## src/rtl/seq_ctrl.sv

```systemverilog
// seq_ctrl: instruction-decode controller for a program-counter sequencer.
// Decodes the word at PC each cycle and requests increment, branch or hold.
// Holds a RUN/HALTED/ERR state machine, a loop counter and a return stack.
// The next-PC request (BADR/hlt/bra) is combinational; the sequencer and
// this block's state both update on the same rising edge.
module seq_ctrl #(
  parameter int STACK_DEPTH = 4,
  parameter int LC_W        = 8
) (
  input  logic                         clk,
  input  logic                         rst,
  input  logic [9:0]                   PC,
  input  logic [15:0]                  instr,
  input  logic                         cond,
  input  logic                         start,
  output logic [9:0]                   BADR,
  output logic                         hlt,
  output logic                         bra,
  output logic                         halted,
  output logic                         err,
  output logic [$clog2(STACK_DEPTH):0] sp
);

  localparam int PTR_W = $clog2(STACK_DEPTH);
  localparam int SP_W  = PTR_W + 1;

  typedef enum logic [1:0] {
    ST_RUN    = 2'd0,
    ST_HALTED = 2'd1,
    ST_ERR    = 2'd2
  } state_t;

  state_t            state_q, state_d;
  logic [LC_W-1:0]   lc_q, lc_d;
  logic [SP_W-1:0]   sp_q, sp_d;
  logic [9:0]        stack_q [STACK_DEPTH];
  logic [9:0]        stack_d [STACK_DEPTH];
  logic              halted_q, halted_d;
  logic              err_q, err_d;

  logic [3:0]        opcode;
  logic [9:0]        target;
  logic [PTR_W-1:0]  top_idx;
  logic [PTR_W-1:0]  push_idx;
  logic              stack_full;
  logic              stack_empty;

  assign opcode      = instr[15:12];
  assign target      = instr[9:0];
  assign top_idx     = PTR_W'(sp_q - 1'b1);
  assign push_idx    = sp_q[PTR_W-1:0];
  assign stack_full  = (sp_q == SP_W'(STACK_DEPTH));
  assign stack_empty = (sp_q == '0);

  // Decode: next-PC request plus next state, loop counter and stack contents.
  always_comb begin
    state_d = state_q;
    lc_d    = lc_q;
    sp_d    = sp_q;
    stack_d = stack_q;
    bra     = 1'b0;
    hlt     = 1'b0;
    BADR    = 10'd0;
    if (!rst) begin
      case (state_q)
        ST_RUN: begin
          case (opcode)
            4'h0: ; // NOP: increment
            4'h1: begin
              bra  = 1'b1;
              BADR = target;
            end
            4'h2: begin
              bra     = 1'b1;
              hlt     = 1'b1;
              state_d = ST_HALTED;
            end
            4'h3: lc_d = instr[LC_W-1:0];
            4'h4: begin
              if (lc_q != '0) begin
                lc_d = lc_q - 1'b1;
                bra  = 1'b1;
                BADR = target;
              end
            end
            4'h5: begin
              if (!stack_full) begin
                stack_d[push_idx] = PC + 10'd1;
                sp_d              = sp_q + 1'b1;
                bra               = 1'b1;
                BADR              = target;
              end else begin
                bra     = 1'b1;
                hlt     = 1'b1;
                state_d = ST_ERR;
              end
            end
            4'h6: begin
              if (!stack_empty) begin
                sp_d = sp_q - 1'b1;
                bra  = 1'b1;
                BADR = stack_q[top_idx];
              end else begin
                bra     = 1'b1;
                hlt     = 1'b1;
                state_d = ST_ERR;
              end
            end
            4'h7: begin
              if (cond) begin
                bra  = 1'b1;
                BADR = target;
              end
            end
            default: begin
              bra     = 1'b1;
              hlt     = 1'b1;
              state_d = ST_ERR;
            end
          endcase
        end
        ST_HALTED: begin
          // start steps past the HALT word; otherwise keep holding on it
          if (start) begin
            state_d = ST_RUN;
          end else begin
            bra = 1'b1;
            hlt = 1'b1;
          end
        end
        default: begin
          bra = 1'b1;
          hlt = 1'b1;
        end
      endcase
    end
    halted_d = (state_d == ST_HALTED);
    err_d    = (state_d == ST_ERR);
  end

  // State register; reset discards any push/pop decoded in the same cycle.
  always_ff @(posedge clk) begin
    if (rst) begin
      state_q  <= ST_RUN;
      lc_q     <= '0;
      sp_q     <= '0;
      halted_q <= 1'b0;
      err_q    <= 1'b0;
      for (int i = 0; i < STACK_DEPTH; i++) stack_q[i] <= '0;
    end else begin
      state_q  <= state_d;
      lc_q     <= lc_d;
      sp_q     <= sp_d;
      halted_q <= halted_d;
      err_q    <= err_d;
      for (int i = 0; i < STACK_DEPTH; i++) stack_q[i] <= stack_d[i];
    end
  end

  assign halted = halted_q;
  assign err    = err_q;
  assign sp     = sp_q;

endmodule

```

## config.mk

```make
export PLATFORM = sky130hd
export DESIGN_NAME = seq_ctrl
export DESIGN_NICKNAME = d
export VERILOG_FILES = /design/src/rtl/seq_ctrl.sv
export SDC_FILE = /design/constraint.sdc
export NUM_CORES = 1
export LEC_CHECK = 0
export BUFFER_PORTS_ARGS = -buffer_cell sky130_fd_sc_hd__buf_4
export CORE_MARGIN = 4
export CORE_UTILIZATION = 60
export CTS_CLUSTER_SIZE = 10
export DETAILED_ROUTE_END_ITERATION = 7
export PLACE_DENSITY = 0.84
export SLEW_MARGIN = 10
export SYNTH_ARGS = -nofsm -noshare
export SYNTH_HDL_FRONTEND = slang
export SYNTH_SLANG_ARGS = --single-unit
export TNS_END_PERCENT = 1
```

## constraint.sdc

```tcl
create_clock -name clk -period 4.9 [get_ports clk]
set_input_delay 0.98 -clock clk [delete_from_list [all_inputs] [get_ports clk]]
set_output_delay 0.98 -clock clk [all_outputs]
set_load 0.01 [all_outputs]
```

After elaboration in Yosys (flattened, before gate mapping)
Index checks and enable logic that the tools add are counted.
{"block": "word_totals", "mem_count": 0, "reg_bits": 55, "in_bits": 30, "romBits": 0, "ramBits": 0, "latchBits": 0, "elab_cells": 80}
{"block": "op_classes", "muxes": 35, "order_cmp": 3, "shift": 0, "add_sub_neg": 4, "bitwise": 3, "div": 0, "mul": 0, "eq_ne": 14, "reduce_logical": 12}
{"op": "10-bit two-way mux", "n": 9}
{"op": "10-bit case mux with 5 select lines", "n": 1}
{"op": "40-bit bitwise mux", "n": 1}
{"op": "10-bit binary-select mux with 2-bit select", "n": 1}
{"op": "10-bit demux with 2-bit select", "n": 1}
{"op": "4-bit by 3-bit equality test with 1-bit output (second input constant)", "n": 4}
{"op": "8-bit case mux with 2 select lines", "n": 1}
{"op": "10-bit by 1-bit adder with 10-bit output (second input constant)", "n": 1}
{"op": "4-bit by 2-bit equality test with 1-bit output (second input constant)", "n": 2}
{"op": "2-bit two-way mux", "n": 4}
{"op": "8-bit two-way mux", "n": 1}
{"op": "2-bit case mux with 4 select lines", "n": 1}
{"op": "8-bit nonzero test", "n": 1}
{"op": "8-bit by 1-bit subtractor with 8-bit output (second input constant)", "n": 1}
{"op": "1-bit two-way mux", "n": 7}
{"op": "3-bit >= comparator (second input constant)", "n": 2}
{"op": "3-bit two-way mux", "n": 2}
{"op": "2-bit != test (second input constant)", "n": 3}
{"op": "2-bit inverter with 3-bit output", "n": 2}
{"op": "1-bit case mux with 3 select lines", "n": 2}
{"op": "3-bit case mux with 2 select lines", "n": 1}
{"op": "3-bit AND reduction", "n": 2}
{"op": "5-bit OR reduction", "n": 1}
{"op": "2-bit by 1-bit equality test with 1-bit output (second input constant)", "n": 2}
{"op": "16 further kinds", "n": 18}

Longest topological paths before layout
{"block": "depth", "word_depth": 9, "mapped_depth": 9}

Least setup slack after synthesis
Ideal clock, no wire load.
{"block": "synth_path", "path_type": "reg-to-output", "startpoint": "register sp_q[0] (netlist: sp[0])", "endpoint": "output BADR[0]", "path_stages_with_launch": 8, "t_arrival_ns": 2.518, "path_slack_ns": 1.402, "path_buffers": 1, "cell_sequence": "dfxtp_1 -> buf_1 -> inv_1 -> ha_1 -> and4b_1 -> a2111oi_2 -> o21ai_0 -> a21oi_1"}
{"block": "synth_via", "elab_chain_len": 9, "word_cells_on_any_way": 12, "classes_between": "add/sub (1); eq/ne (1); mux (8); bitwise (1); reduce/logical (1)"}
{"element": "start: declaration", "line_no": "35", "text": "logic [SP_W-1:0] sp_q, sp_d;"}
{"element": "start signal: assignment", "line_no": "153", "text": "sp_q <= sp_d;"}
{"element": "3-bit by 1-bit subtractor with 3-bit output"}
{"element": "named net top_idx[0]", "line_no": "43", "text": "logic [PTR_W-1:0] top_idx;"}
{"element": "2-bit inverter with 3-bit output (not written as such)", "line_no": "102", "text": "BADR = stack_q[top_idx];"}
{"element": "10-bit binary-select mux with 2-bit select", "line_no": "102"}
{"element": "10-bit two-way mux (not written as such) (2 in a row)", "line_no": "102"}
{"element": "10-bit two-way mux", "line_no": "99", "text": "if (!stack_empty) begin"}
{"element": "10-bit case mux with 5 select lines", "line_no": "67", "text": "case (opcode)"}
{"element": "10-bit two-way mux", "line_no": "65", "text": "case (state_q)"}
{"element": "10-bit two-way mux", "line_no": "64", "text": "if (!rst) begin"}
{"element": "end: declaration", "line_no": "16", "text": "output logic [9:0] BADR,"}
The timed path passes the listed nets, and every way through them passes these cells. The select of a mux whose other input is x is not followed.

Final worst setup path
{"block": "layout_path", "startpoint": "input instr[13]", "endpoint": "output BADR[9]"}
{"block": "layout_via", "elab_chain_len": 4, "word_cells_on_any_way": 8, "classes_between": "eq/ne (5); mux (3)"}
{"element": "start: declaration", "line_no": "13", "text": "input logic [15:0] instr,"}
{"element": "4-bit by 3-bit equality test with 1-bit output or 4-bit by 1-bit equality test with 1-bit output (tied branches)", "line_no": "67"}
{"element": "10-bit case mux with 5 select lines *", "line_no": "67"}
{"element": "10-bit two-way mux *", "line_no": "65"}
{"element": "10-bit two-way mux *", "line_no": "64"}
Mark *: on every way between the ends. The rest lies on a longest branch, timed or not.

==> flow_metrics.tcl <==
set metrics [dict create \
    cellLeakagePower_nw 1.14 \
    r2r_slack_ps 2540 \
    tns_ps 0 \
    outcome "complete, no violations" \
    min_from "lc_q[7]$_SDFFE_PP0P_" \
    row_count 25 \
    htreeDepth 2 \
    async_flop_share_pct 0 \
    ys_types 52 \
    drtIter0Drc 154 \
    ys_ff_latch 55 \
    hold_depth 2 \
    post-place-ws_ps 860 \
    antenna_found_initial 0 \
    slew_headroom_pct 45.2 \
    finalClockSkew_ps 5.81 \
    worst-setup-path-type "in2out" \
    drt_wl_total_um 6870 \
    crit_arrival_ps 3090 \
    die_x_um 79.3 \
    grt_util_all_layers_pct 22.6 \
    io_pins 47 \
    layout.nets 415 \
    drcViolationCount 0 \
    grt_first_pass_wirelength_um 11500 \
    die_h_um 79.3 \
    numPortBuffers 44 \
    worstMarginPinSlew_ps 820 \
    core-area_mm2 0.00482 \
    area_growth_pct 12.5 \
    slew_viol_final 0 \
    clock-sinks 55 \
    detail-route-antenna-nets 0 \
    period_minus_slack_ps 4070 \
    timing.rr.end "stack_q[13]$_SDFFE_PP0P_" \
    wire_per_inst_um 15.4 \
    yosys_most_used_dff "dfxtp_1" \
    clock_path_buffers 2 \
    ir_worst_vdd_mv 0.176 \
    crit_fanout 15 \
    setup_ws_ps 830 \
    drive_gt1_share_pct 19.3 \
    rsz0062_at_grt "false" \
    clk_pin_slew_worst_paths_ps 100 \
    grt_max_degree 57 \
    synth.avg_cell_area_um2 8.68 \
    power.density_mw_per_mm2 238 \
    hold_viol 0 \
    drv_cap 0 \
    max_freq_mhz 246 \
    synth_cells 351 \
    start_util_pct 63.2 \
    synth_edf_count 0 \
    worstRegToRegCells 7 \
    vias 2699 \
    cts_resized 0 \
    finalCritPeriodShare_pct 83.1 \
    cts-buffers-inserted 5 \
    r2r-start "sp[0]$_SDFFE_PP0P_" \
    post-synth-top-area-cell "dfxtp_1" \
    syn_area_mm2 0.00305 \
    num-fill-cells 412 \
    post_cts.repair.setup_buffers 0 \
    synth_seq_area_share_pct 36.1 \
    crit_required_ps 3920 \
    cts_tree "yes" \
    synthesis.nets 389 \
    root_buffer "clkbuf_8" \
    gp_congestion 0.913 \
    synth_top_area_share_pct 36.1 \
    final_common_cell "dfxtp_1" \
    first_pass_iters 4 \
    avgViaCountPerCell 6.07 \
    holdBufCountCts 0 \
    setup_viol 0 \
    grt.overflow.total 0 \
    dieArea_mm2 0.00628 \
    yosysWarnings 0 \
    start_kind "input port" \
    final_cell_mix "dfxtp_1, nor2_1, buf_4" \
    dp_hpwl_um 4890 \
    grt_pass1_vias 2564 \
    cp-end-kind "output pin" \
    synth_area_leaders "dfxtp_1, a211oi_1, mux4_2" \
    hold_end "lc_q[7]$_SDFFE_PP0P_" \
    min_path_type "reg2reg" \
    antenna_cells 0 \
    clk_latency_ps 300 \
]
-- synth_stat cells (2+ instances only) --
library cell	n
a211oi_1	37
a21oi_1	26
a221o_1	5
a31oi_1	2
and4_1	4
and4bb_2	2
buf_1	4
buf_2	11
buf_6	2
clkbuf_1	9
dfxtp_1	55
ha_1	8
inv_1	7
mux2i_1	5
mux4_2	10
nand2_1	30
nand2b_1	2
nand3_1	12
nand3b_1	2
nor2_1	51
nor2b_1	2
nor3_1	5
nor3b_1	2
nor4_1	3
o21ai_0	17
o2bb2ai_1	2
o31ai_1	2
or3b_2	2
or4_1	2
xnor2_1	7
xor2_1	2
-- worst max path at each step --
stage                                  start       to  slack, ps  cells after the start
after floorplan           sp[0]$_SDFFE_PP0P_  BADR[0]       1400                      7
after global placement             instr[13]  BADR[7]        900                      6
after detailed placement           instr[13]  BADR[9]        860                      6
after CTS                          instr[13]  BADR[9]        860                      6
after global routing               instr[13]  BADR[7]        640                      6
final                              instr[13]  BADR[9]        830                      6
-- kinds of logic (layout without fill, tap and decap cells) --
kind of cell    count (synthesis)  in the layout  share of synthesized area [%]
flops                          55             55                           36.1
buf+inv                        34             61                           5.13
simple gates                  126            126                           20.3
xor+xnor                        9              9                           2.59
fa+ha+maj                       8              8                           3.29
mux                            15             15                           9.04
compound gates                104            104                           23.5
-- routing by layer --
layer | vias to the layer above | global-route usage (%) | share of wire, %
met3 | 11 | 3.97 | 5.2
met5 | - | 0 | 0
met4 | 0 | 7.56 | 1.4
li1 | 1352 | - | -
met2 | 77 | 37.5 | 47
met1 | 1259 | 29.7 | 46
-- sequential cells by signal, indices dropped and copies added (netlist names) --
register,flops
lc_q,8
err,1
stack_q,40
sp,3
halted,1
state_q,2
-- area by class of cell --
| cell class | instances | area, um^2 | area share [%] |
|---|---|---|---|
| inverter | 8 | 30.0 | 0.876 |
| clock inverter | 2 | 12.5 | 0.365 |
| multi-input combinational | 262 | 1790 | 52.2 |
| tap | 67 | 83.8 | 2.45 |
| clock buffer | 6 | 72.6 | 2.12 |
| sequential | 55 | 1100 | 32.1 |
| timing repair buffer | 45 | 338 | 9.86 |
-- per-stage QoR --
stage,area [um^2],std cells,total power [W],hold slack [ps],utilization (%)
2_1_floorplan,3050,351,0.000536,436,-
3_3_place_gp,3340,437,0.000574,451,69.4
3_5_place_dp,3340,437,0.000576,468,69.4
4_1_cts,3430,445,0.000817,482,71.1
5_1_grt,3430,445,0.000850,518,71.1
6_report,3430,445,0.000816,482,71.1
-- where the power goes --
part	total, W	leakage, nW	switching [W]	internal, W
combinational	0.000109	0.654	0.0000642	0.0000448
sequential	0.000458	0.444	0.00000452	0.000453
clock	0.000249	0.0412	0.000148	0.000100
total	0.000816	1.14	0.000217	0.000598
-- worst max-delay path, cell delays in order --
cell and delay [ps]:
buf_4 150, or4b_1 780, a21oi_1 590, o21ai_0 200, a21oi_1 230, buf_4 160
Note: power is estimated with default switching activity, not from simulation.
